### src/rtl/hilo_unit_if.sv
// hilo_unit_if: op/read bus between the core (master) and the HI/LO unit (slave).
interface hilo_unit_if;
  logic        op_valid;
  logic [2:0]  op;
  logic [63:0] product;
  logic [31:0] rs_val;
  logic [31:0] rt_val;
  logic        rd_req;
  logic        rd_sel;
  logic [31:0] rd_data;
  logic        busy;
  logic        stall;
  logic        dz;
  modport master (output op_valid, op, product, rs_val, rt_val, rd_req, rd_sel,
                  input rd_data, busy, stall, dz);
  modport slave (input op_valid, op, product, rs_val, rt_val, rd_req, rd_sel,
                 output rd_data, busy, stall, dz);
endinterface

### src/rtl/hilo_unit.sv
// hilo_unit: HI/LO registers for MULT/MTHI/MTLO/MFHI/MFLO; iterative DIV/DIVU engine when HILO_DIV_EN is defined.
module hilo_unit (
  input logic clk,
  input logic reset,
  hilo_unit_if.slave bus
);
  logic [31:0] hi_q, hi_d, lo_q, lo_d;
  logic busy, acc;
  assign acc = bus.op_valid & ~busy;
  assign bus.rd_data = bus.rd_sel ? hi_q : lo_q;
  assign bus.busy = busy;
  assign bus.stall = busy & (bus.op_valid | bus.rd_req);
`ifdef HILO_DIV_EN
  typedef enum logic [1:0] {IDLE, RUN, FIX} state_t;
  state_t state_q, state_d;
  logic [4:0] cnt_q, cnt_d;
  logic [31:0] rem_q, rem_d, quo_q, quo_d, dvs_q, dvs_d, a_mag, b_mag, sub;
  logic sq_q, sq_d, sr_q, sr_d, dz_q, dz_d, sgn, ge;
  logic [32:0] shr;
  assign busy = state_q != IDLE;
  assign bus.dz = dz_q;
  assign sgn = ~bus.op[0];
  assign a_mag = (sgn & bus.rs_val[31]) ? -bus.rs_val : bus.rs_val;
  assign b_mag = (sgn & bus.rt_val[31]) ? -bus.rt_val : bus.rt_val;
  // remainder is always below the divisor, so the shifted value minus divisor fits in 32 bits
  assign shr = {rem_q, quo_q[31]};
  assign ge = shr >= {1'b0, dvs_q};
  assign sub = shr[31:0] - dvs_q;
`else
  logic unused_ok;
  assign busy = 1'b0;
  assign bus.dz = 1'b0;
  assign unused_ok = ^bus.rt_val;
`endif
  always_comb begin
    hi_d = hi_q;
    lo_d = lo_q;
    if (acc && bus.op == 3'b001) {hi_d, lo_d} = bus.product;
    if (acc && bus.op == 3'b010) hi_d = bus.rs_val;
    if (acc && bus.op == 3'b011) lo_d = bus.rs_val;
`ifdef HILO_DIV_EN
    state_d = state_q;
    cnt_d = cnt_q;
    rem_d = rem_q;
    quo_d = quo_q;
    dvs_d = dvs_q;
    sq_d = sq_q;
    sr_d = sr_q;
    dz_d = 1'b0;
    if (acc && bus.op[2:1] == 2'b10) begin
      if (bus.rt_val == '0) begin
        hi_d = bus.rs_val;
        lo_d = '1;
        dz_d = 1'b1;
      end else begin
        state_d = RUN;
        cnt_d = 5'd31;
        rem_d = '0;
        quo_d = a_mag;
        dvs_d = b_mag;
        sq_d = sgn & (bus.rs_val[31] ^ bus.rt_val[31]);
        sr_d = sgn & bus.rs_val[31];
      end
    end
    if (state_q == RUN) begin
      rem_d = ge ? sub : shr[31:0];
      quo_d = {quo_q[30:0], ge};
      cnt_d = cnt_q - 5'd1;
      state_d = cnt_q == 5'd0 ? FIX : RUN;
    end
    if (state_q == FIX) begin
      lo_d = sq_q ? -quo_q : quo_q;
      hi_d = sr_q ? -rem_q : rem_q;
      state_d = IDLE;
    end
`endif
  end
  always_ff @(posedge clk or posedge reset)
    if (reset) begin
      hi_q <= '0;
      lo_q <= '0;
    end else begin
      hi_q <= hi_d;
      lo_q <= lo_d;
    end
`ifdef HILO_DIV_EN
  always_ff @(posedge clk or posedge reset)
    if (reset) begin
      state_q <= IDLE;
      cnt_q <= '0;
      rem_q <= '0;
      quo_q <= '0;
      dvs_q <= '0;
      sq_q <= 1'b0;
      sr_q <= 1'b0;
      dz_q <= 1'b0;
    end else begin
      state_q <= state_d;
      cnt_q <= cnt_d;
      rem_q <= rem_d;
      quo_q <= quo_d;
      dvs_q <= dvs_d;
      sq_q <= sq_d;
      sr_q <= sr_d;
      dz_q <= dz_d;
    end
`endif
endmodule

### src/flat_wrapper.sv
// flat-port wrapper written by rule: the top's interface ports become plain ports
module hilo_unit_flat 
  (clk, reset, bus_op_valid, bus_op, bus_product, bus_rs_val, bus_rt_val, bus_rd_req, bus_rd_sel, bus_rd_data, bus_busy, bus_stall, bus_dz);
  hilo_unit_if bus_i ();
  input logic clk;
  input logic reset;
  input wire logic [$bits(bus_i.op_valid)-1:0] bus_op_valid;
  input wire logic [$bits(bus_i.op)-1:0] bus_op;
  input wire logic [$bits(bus_i.product)-1:0] bus_product;
  input wire logic [$bits(bus_i.rs_val)-1:0] bus_rs_val;
  input wire logic [$bits(bus_i.rt_val)-1:0] bus_rt_val;
  input wire logic [$bits(bus_i.rd_req)-1:0] bus_rd_req;
  input wire logic [$bits(bus_i.rd_sel)-1:0] bus_rd_sel;
  output wire logic [$bits(bus_i.rd_data)-1:0] bus_rd_data;
  output wire logic [$bits(bus_i.busy)-1:0] bus_busy;
  output wire logic [$bits(bus_i.stall)-1:0] bus_stall;
  output wire logic [$bits(bus_i.dz)-1:0] bus_dz;
  assign bus_i.op_valid = bus_op_valid;
  assign bus_i.op = bus_op;
  assign bus_i.product = bus_product;
  assign bus_i.rs_val = bus_rs_val;
  assign bus_i.rt_val = bus_rt_val;
  assign bus_i.rd_req = bus_rd_req;
  assign bus_i.rd_sel = bus_rd_sel;
  assign bus_rd_data = bus_i.rd_data;
  assign bus_busy = bus_i.busy;
  assign bus_stall = bus_i.stall;
  assign bus_dz = bus_i.dz;
  hilo_unit u_core (.clk(clk), .reset(reset), .bus(bus_i));
endmodule
### config.mk
export PLATFORM = sky130hd
export DESIGN_NAME = hilo_unit_flat
export DESIGN_NICKNAME = d
export VERILOG_FILES = /design/src/rtl/hilo_unit_if.sv /design/src/rtl/hilo_unit.sv /design/src/flat_wrapper.sv
export SDC_FILE = /design/constraint.sdc
export NUM_CORES = 1
export LEC_CHECK = 0
export ABC_AREA = 1
export CORE_AREA = 2 2 101 103
export CTS_CLUSTER_SIZE = 24
export DETAILED_ROUTE_END_ITERATION = 10
export DIE_AREA = 0 0 103 105
export PLACE_DENSITY = 0.77
export SLEW_MARGIN = 30
export SYNTH_ARGS = -nofsm -noshare
export SYNTH_HDL_FRONTEND = slang
export SYNTH_SLANG_ARGS = --single-unit
### constraint.sdc
create_clock -name clk -period 2.2 [get_ports clk]
set_clock_uncertainty 0.15 [all_clocks]
set_input_delay 0.55 -clock clk [delete_from_list [all_inputs] [get_ports clk]]
set_output_delay 0.55 -clock clk [all_outputs]
set_load 0.01 [all_outputs]
**Word level (Yosys, flattened, before mapping)**

Index checks and enable logic that the tools add are counted.

- Eq/ne operators: 3
- Mux-type cells: 5
- Reduce and logical (&&, ||, !) cells: 5

Operators with widths:

| cell | number |
|---|---|
| 32-bit 2-to-1 mux | 5 |
| 3-bit by 2-bit == test with 1-bit output, second input constant | 2 |
| 2-bit nonzero test | 2 |
| 3-bit by 1-bit == test with 1-bit output, second input constant | 1 |
| 1-bit logical AND | 3 |

- Register bits: 64
- Bits of input ports: 136
- Output and inout port bits: 35
- Logic and storage cells: 15

**Longest topological paths before layout**

Gate-level depths: netlist of run 1.

- Word-level depth: 4
- Gate-level depth with buffers: 9
- Depth with buffers taken out: 7

**Worst setup path after synthesis of run 1**

Ideal clock, no wire load.

- Path kind: input to output
- Start point: input port bus_rd_sel
- End point: output port bus_rd_data[10]
- Arrival time: 1.312 ns
- Data required time: 1.500 ns
- Path slack: 0.188 ns
- Stages: 3
- Path buffers: 2
- Path through: clkbuf_1 > buf_2 > mux2_1

- Longest elaborated chain between the ends: 1

Ends and longest elaborated chain:

| element | line | source |
|---|---|---|
| start, declared | flat_wrapper.sv:13 | `input wire logic [$bits(bus_i.rd_sel)-1:0] bus_rd_sel;` |
| 32-bit 2-to-1 mux | hilo_unit.sv:10 | `assign bus.rd_data = bus.rd_sel ? hi_q : lo_q;` |
| end, declared | flat_wrapper.sv:14 | `output wire logic [$bits(bus_i.rd_data)-1:0] bus_rd_data;` |

Every way passes these cells.

**Worst setup path after layout of run 1**

- Start point: input port bus_rd_sel
- End point: output port bus_rd_data[17]

The elaborated chain is that of the path after synthesis.

==> impl_metrics.ini, run 1 <==
[run_status]
status = complete, no violations

[layout]
antennaDiodeCount = 0
final_core_util_pct = 56.9
final_nets = 772
final_cell_mix = nand2_1, clkdlybuf4s50_1, nor2_1, nand3_1, dfrtp_1
final_layout_size_suffix_gt1_share_pct = 12.8
final_common_cell = nand2_1
fin_area_sq_mm = 0.00549
syn2layout_area_growth_pct = 50.5

[worst_setup_path]
worstSetupPathType = in2out
cp_max_fo = 7
cp_slowest_stage_delay_ps = 320
setup.worst_path.end_class = output pin
cp_cell_sequence = buf_8 -> buf_16 -> buf_4 -> mux2_2 -> clkdlybuf4s15_1
critPathTopFamily = buffers and inverters
cp_data_required_time_ps = 1500
arrival_ps = 1490
startpoint_type = input port
crit_buf_inv = 4
crit_slowest_cell = mux2_2

[place]
io_buffers = 134
postPlaceCellArea_sq_mm = 0.00526
pre_cts_slack_ps = -234
place.gp.congestion = 0.823
post-dp-hpwl_um = 8120

[logic_synthesis]
synth.distinct_cells = 19
synth_seq_cells = 64
ys_warn_count = 0
synth_area_sq_mm = 0.00365
syn_area_per_cell_sq_um = 7.31
synthCells = 499
synth-seq-area-share_pct = 43.9

[sta]
grt_setup_unrepaired = false
setup_slack_ps = 12.7
fmax_mhz = 457
hold_ws_ps = 327
maxSlewViolCount = 0
period_needed_ps = 2190
hold_viol = 0
finalSetupViolations = 0
timing.final.crit_share_pct = 99.4

[clock_network]
clockBufferDepth = 2
ctsHoldBuffers = 0
cts-root-buf = clkbuf_8
cts_made_buffers = 9
htreeDepth = 3
clk-insertion-delay-late_ps = 330
cts.sinks = 64
cts.clk_slew.worst_paths_ps = 70
cts_tree = yes

[die]
dieHeight_um = 105
die_w_um = 103
io_pins = 171
core_sq_mm = 0.00964
dieArea_sq_mm = 0.0108
rows = 36
start_util_pct = 37.8

[power]
pwr_density_cell_mw_per_mm2 = 664
power.leakage_nw = 2.84
ir_worst_vdd_uv = 299

[routing]
wirelength_um = 11500
drt_first_iter_violations = 264
vias_per_cell = 5.06
drc_errors = 0
vias = 3916
ant_nets = 0
routedWlPerCell_um = 14.8
first_pass_iters = 5

[job]
max_cap_viol_count = 0

[global_routing]
grt_max_degree = 65
gr-usage-all-layers_pct = 21.8
antenna_found_initial = 0
gr-total-overflow = 0
grt_pass1_wl_um = 18700
grt_pass1_vias = 4032

[hold_path]
hp-class = reg2reg
[worst register-to-register path, stage by stage, from the launching register on]
cell and delay [ps]:
dfrtp_1 390, nand3_1 90, nand2_1 70
[layer usage]
| metal | part of all wire, % | GRT usage (%) | up-vias |
|---|---|---|---|
| li1 | - | - | 1873 |
| met1 | 41 | 27.2 | 1836 |
| met2 | 50 | 37.0 | 185 |
| met3 | 7.7 | 3.28 | 22 |
| met4 | 1.8 | 9.12 | 0 |
| met5 | 0 | 0 | - |
[worst paths after layout]
kind	cells after the start	startpoint	slack (ps)	end
min reg2reg	2	u_core.lo_q[6]	330	u_core.lo_q[6]
min	2	u_core.lo_q[6]	330	u_core.lo_q[6]
max	5	bus_rd_sel	10	bus_rd_data[17]
max reg2reg	2	u_core.hi_q[10]	1380	u_core.hi_q[10]
min in group asynchronous	3	reset	510	u_core.lo_q[12]
max in group asynchronous	3	reset	1110	u_core.lo_q[28]
[sequential cells by signal, indices dropped and copies added, names as in the netlist]
name and count:
u_core.hi_q 32, u_core.lo_q 32
[final cells by class]
class,instances,area [sq um]
clock inverter,5,80.1
clock buffer,11,141
tap,133,166
inverter,4,18.8
timing repair buffer,162,1610
sequential,64,1600
fill,896,4150
multi-input combinational,395,1870
[per-stage QoR]
step | power (W) | setup TNS [ps] | cells
6_report | 0.00364 | 0 | 774
5_1_grt | 0.00385 | 0 | 774
4_1_cts | 0.00368 | -33.4 | 774
3_5_place_dp | 0.00263 | -6490 | 754
3_3_place_gp | 0.00258 | -6110 | 754
2_1_floorplan | 0.00202 | 0 | 501
[where the power goes]
group | switching (W) | leakage (nW) | total (W) | internal (W)
sequential | 0.000112 | 0.803 | 0.00151 | 0.00139
combinational | 0.000478 | 1.93 | 0.00102 | 0.000543
clock | 0.000449 | 0.106 | 0.00112 | 0.000667
[what timing repair did]
| action | in CTS | in global routing |
|---|---|---|
| gates resized for setup | 44 | 5 |
| cloned | 1 | 0 |
| setup endpoints to repair | 32 | 5 |
| buffers inserted | 3 | 0 |
[cells in the mapped netlist (all sizes together)]
| master | instances | area (sq um) |
|---|---|---|
| buf | 23 | 119 |
| nor2 | 66 | 258 |
| o21ai | 32 | 160 |
| dfrtp | 64 | 1600 |
| inv | 4 | 15.0 |
| nand2 | 196 | 736 |
| mux2 | 32 | 360 |
| clkbuf | 15 | 56.3 |
| nor3 | 1 | 10.0 |
| conb | 1 | 3.75 |
| nand3 | 64 | 320 |
| nand4 | 1 | 6.26 |
[logic make-up (layout without fill, tap and decap cells)]
kind of cell / after synthesis / count (layout) / synth area share (%)
AOI/OAI and AO/OA: 32 / 32 / 4.39
buffers and inverters: 42 / 182 / 5.22
DFF: 64 / 64 / 43.9
muxes: 32 / 32 / 9.88
other: 1 / 3 / 0.103
and+or+nand+nor: 328 / 328 / 36.5
Note: power is estimated with default switching activity, not from simulation.
==> inputs of run 2 (changes only) <==
- GPL_TIMING_DRIVEN: unset -> 0
- PLACE_DENSITY: 0.77 -> 0.76
==> impl_metrics.ini, run 2 (same netlist as run 1, synthesis figures left out) <==
[run_status]
status = complete, no violations

[routing]
routedWlPerCell_um = 15.0
first_pass_iters = 5
drt_first_iter_violations = 204
wirelength_um = 11800
vias = 3907
ant_nets = 0
drc_errors = 0
vias_per_cell = 4.98

[worst_setup_path]
cp_max_fo = 10
r2r_setup_slack_ps = 1370
startpoint_type = input port
cp_cell_sequence = clkbuf_8 -> buf_12 -> mux2_2 -> dlygate4sd2_1
cp_slowest_stage_delay_ps = 350
setup.worst_path.end_class = output pin
cp_data_required_time_ps = 1500
reg2reg_from = u_core.hi_q[7]
worstSetupPathType = in2out
crit_buf_inv = 3
arrival_ps = 1480
crit_slowest_cell = mux2_2
critPathTopFamily = buffers and inverters
r2r_cells = 2
r2r_end = u_core.hi_q[7]

[global_routing]
gr-total-overflow = 0
gr-usage-all-layers_pct = 22.5
grt_max_degree = 31
antenna_found_initial = 0
grt_pass1_wl_um = 18900
grt_pass1_vias = 4066

[clock_network]
cts_tree = yes
ctsHoldBuffers = 0
cts.sinks = 64
cts_setup_buffers = 0
cts.clk_slew.worst_paths_ps = 60
cts_made_buffers = 9
clockBufferDepth = 2
htreeDepth = 3
clk-insertion-delay-late_ps = 330
cts-root-buf = clkbuf_8

[power]
pwr_density_cell_mw_per_mm2 = 655
ir_worst_vdd_uv = 281
power.leakage_nw = 2.80

[layout]
final_cell_mix = nand2_1, clkdlybuf4s50_1, nor2_1, nand3_1, dfrtp_1
n_fill_cell = 954
instances_no_fill = 784
final_core_util_pct = 56.3
final_nets = 783
antennaDiodeCount = 0
top_regs = u_core.hi_q: 32 flops, u_core.lo_q: 32 flops
syn2layout_area_growth_pct = 48.9
final_layout_size_suffix_gt1_share_pct = 10.9
final_common_cell = nand2_1

[die]
die_w_um = 103
core_sq_mm = 0.00964
rows = 36
io_pins = 171
start_util_pct = 37.8
dieArea_sq_mm = 0.0108
dieHeight_um = 105

[sta]
period_needed_ps = 2180
hold_viol = 0
grt_setup_unrepaired = false
hold_ws_ps = 330
tightestPinTransition_ps = 626
finalSetupViolations = 0
fmax_mhz = 459
timing.final.crit_share_pct = 99.1
maxSlewViolCount = 0
maxSlewHeadroom_pct = 58.2

[place]
place.gp.congestion = 0.836
dp.cells = 769
io_buffers = 133
post-dp-hpwl_um = 8680

[job]
max_cap_viol_count = 0

[hold_path]
hp-class = in2async
-- run 2: cell count changes in the layout (fill, tap and decap cells not counted), sizes merged --
cell,previous run,this run
bufinv,2,1
clkbuf,14,26
clkinvlp,3,1
clkdlybuf4s15,1,6
buf,31,26
clkinv,1,2
-- run 2: final cells by class --
cell class	instances	area, sq um	area share (%)
Clock buffer	12	165	3.04
Buffer	38	233	4.29
Sequential cell	64	1600	29.5
Timing Repair Buffer	135	1340	24.7
Tap cell	133	166	3.06
Multi-Input combinational cell	395	1870	34.4
Clock inverter	3	40.0	0.737
Inverter	4	18.8	0.346
-- run 2: metrics by stage --
step | setup TNS, ps | total power (W) | area, sq um | setup slack [ps]
floorplan | 0 | 0.00202 | 3660 | 188
global placement | -24350 | 0.00257 | 5150 | -492
detailed placement | -24270 | 0.00261 | 5190 | -500
CTS | 0 | 0.00357 | 5410 | 15.4
global route | 0 | 0.00376 | 5430 | 1.10
finish | 0 | 0.00356 | 5430 | 19.1
-- run 2: how the worst max path moves through the flow --
stage,from,endpoint,slack (ps),cells after the start
after floorplan,bus_rd_sel,bus_rd_data[10],190,3
after global placement,bus_rd_sel,bus_rd_data[2],-490,4
after detailed placement,bus_rd_sel,bus_rd_data[9],-500,4
after CTS,bus_rd_sel,bus_rd_data[16],20,4
after global routing,bus_rd_sel,bus_rd_data[18],1,4
final,bus_rd_sel,bus_rd_data[18],20,4
-- run 2: where the power goes --
part	total (W)	internal (W)	switching (W)	leakage (nW)
Sequential	0.00151	0.00140	0.000116	0.803
Combinational	0.00101	0.000538	0.000468	1.89
Clock	0.00104	0.000606	0.000434	0.108
-- run 2: repair_timing --
| item | in CTS | in global routing |
|---|---|---|
| gates resized for setup | 45 | 14 |
| setup endpoints to repair | 32 | 20 |
| pin swaps | 0 | 0 |
-- run 2: layer usage --
layer	vias to the layer above	global-route usage, %	wire length [um]
li1	1892	-	-
met1	1861	28.9	4960
met2	139	37.7	5820
met3	15	3.61	844
met4	0	7.99	170
met5	-	0	0
==> inputs of run 3 (changes only) <==
- GPL_TIMING_DRIVEN: 0 -> unset
==> impl_metrics.ini, run 3 (same netlist as run 1, synthesis figures left out) <==
[place]
io_buffers = 134
place.gp.congestion = 0.800
post-dp-hpwl_um = 7970
pre_cts_slack_ps = -202

[die]
start_util_pct = 37.8
io_pins = 171
rows = 36
core_sq_mm = 0.00964
die_w_um = 103
dieHeight_um = 105
dieArea_sq_mm = 0.0108

[job]
max_cap_viol_count = 0

[worst_setup_path]
startpoint_type = input port
cp_max_fo = 16
setup.worst_path.end_class = output pin
cp_data_required_time_ps = 1500
worstSetupPathType = in2out
cp_cell_sequence = buf_4 -> buf_12 -> mux2_2 -> dlygate4sd2_1
crit_buf_inv = 3
startpoint = bus_rd_sel
reg2reg_from = u_core.hi_q[14]
arrival_ps = 1470
cp_slowest_stage_delay_ps = 350
crit_slowest_cell = mux2_2
critPathTopFamily = buffers and inverters

[clock_network]
htreeDepth = 3
cts-root-buf = clkbuf_8
clk-insertion-delay-late_ps = 330
cts_made_buffers = 9
clockBufferDepth = 2
cts_tree = yes
cts.sinks = 64
cts.clk_slew.worst_paths_ps = 60

[routing]
drt_first_iter_violations = 182
wirelength_um = 11000
routedWlPerCell_um = 14.3
vias = 3760
vias_per_cell = 4.88
first_pass_iters = 4
drc_errors = 0
ant_nets = 0

[global_routing]
antenna_found_initial = 0
gr-usage-all-layers_pct = 20.8
grt_pass1_vias = 3807
grt_pass1_wl_um = 17900
grt_max_degree = 65
gr-total-overflow = 0

[sta]
hold_viol = 0
maxSlewViolCount = 0
timing.final.crit_share_pct = 98.5
finalSetupViolations = 0
fmax_mhz = 461
grt_setup_unrepaired = false
period_needed_ps = 2170
setup_slack_ps = 33.1

[hold_path]
hp-start = u_core.lo_q[1]
hp-class = reg2reg

[power]
pwr_density_cell_mw_per_mm2 = 649
total_power_w = 0.00351
power.leakage_nw = 2.82
ir_worst_vdd_uv = 358

[layout]
final_nets = 768
top_regs = u_core.hi_q: 32 flops, u_core.lo_q: 32 flops
syn2layout_area_growth_pct = 48.4
final_layout_size_suffix_gt1_share_pct = 11.9
final_common_cell = nand2_1
final_cell_mix = nand2_1, clkdlybuf4s50_1, nor2_1, nand3_1, dfrtp_1
antennaDiodeCount = 0

[run_status]
status = complete, no violations
-- run 3: cell count changes in the layout (fill, tap and decap cells not counted), moves of 4 or more --
cell,delta
buf_1,-4
clkdlybuf4s15_1,-6
buf_4,+15
clkbuf_1,-9
buf_2,-10
-- run 3: through the flow --
step                std cells  hold WS [ps]  cell area (sq um)  setup TNS, ps  util, %
floorplan                 501           292               3660              0        -
CTS                       770           331               5410              0     56.1
global placement          752           308               5250          -6290     54.5
detailed placement        752           313               5250          -6040     54.5
finish                    770           329               5410              0     56.1
global route              770           341               5410              0     56.1
-- run 3: final timing paths --
check | endpoint | slack (ps) | cells after the start
worst max-delay path | bus_rd_data[16] | 30 | 4
worst min-delay path | u_core.lo_q[1] | 330 | 2
worst max register to register | u_core.hi_q[14] | 1400 | 2
worst min register to register | u_core.lo_q[1] | 330 | 2
max in group asynchronous | u_core.hi_q[1] | 1130 | 3
min in group asynchronous | u_core.hi_q[14] | 490 | 3
-- run 3: final cells by class --
type                       count  area (sq um)
fill                         929          4230
multi-input combinational    395          1870
sequential                    64          1600
timing repair buffer         158          1550
tap                          133           166
clock buffer                  13           159
clock inverter                 3          40.0
inverter                       4          18.8
-- run 3: repair_timing --
item                                    4_1_cts  5_1_grt
hold buffers                                  0        0
resized for setup                            45        0
buffers inserted                              2        0
endpoints found under the setup margin       32        0
-- run 3: report_power, final --
part	switching (W)	internal [W]	total (W)
Combinational	0.000462	0.000533	0.000995
Clock	0.000425	0.000582	0.00101
Sequential	0.000114	0.00140	0.00151
Total	0.00100	0.00251	0.00351
-- run 3: metal layers --
| metal | routed length (um) | track usage (%) | up-vias |
|---|---|---|---|
| met5 | 0 | 0 | - |
| met4 | 83 | 6.11 | 0 |
| met3 | 661 | 3.34 | 6 |
| met2 | 5540 | 35.5 | 123 |
| met1 | 4700 | 26.9 | 1770 |
| li1 | - | - | 1861 |
-- run 3: worst min-delay path, cell delays in order (launching register included) --
cell and delay, ps:
dfrtp_1 340, nand2_1 50, nand2_1 50
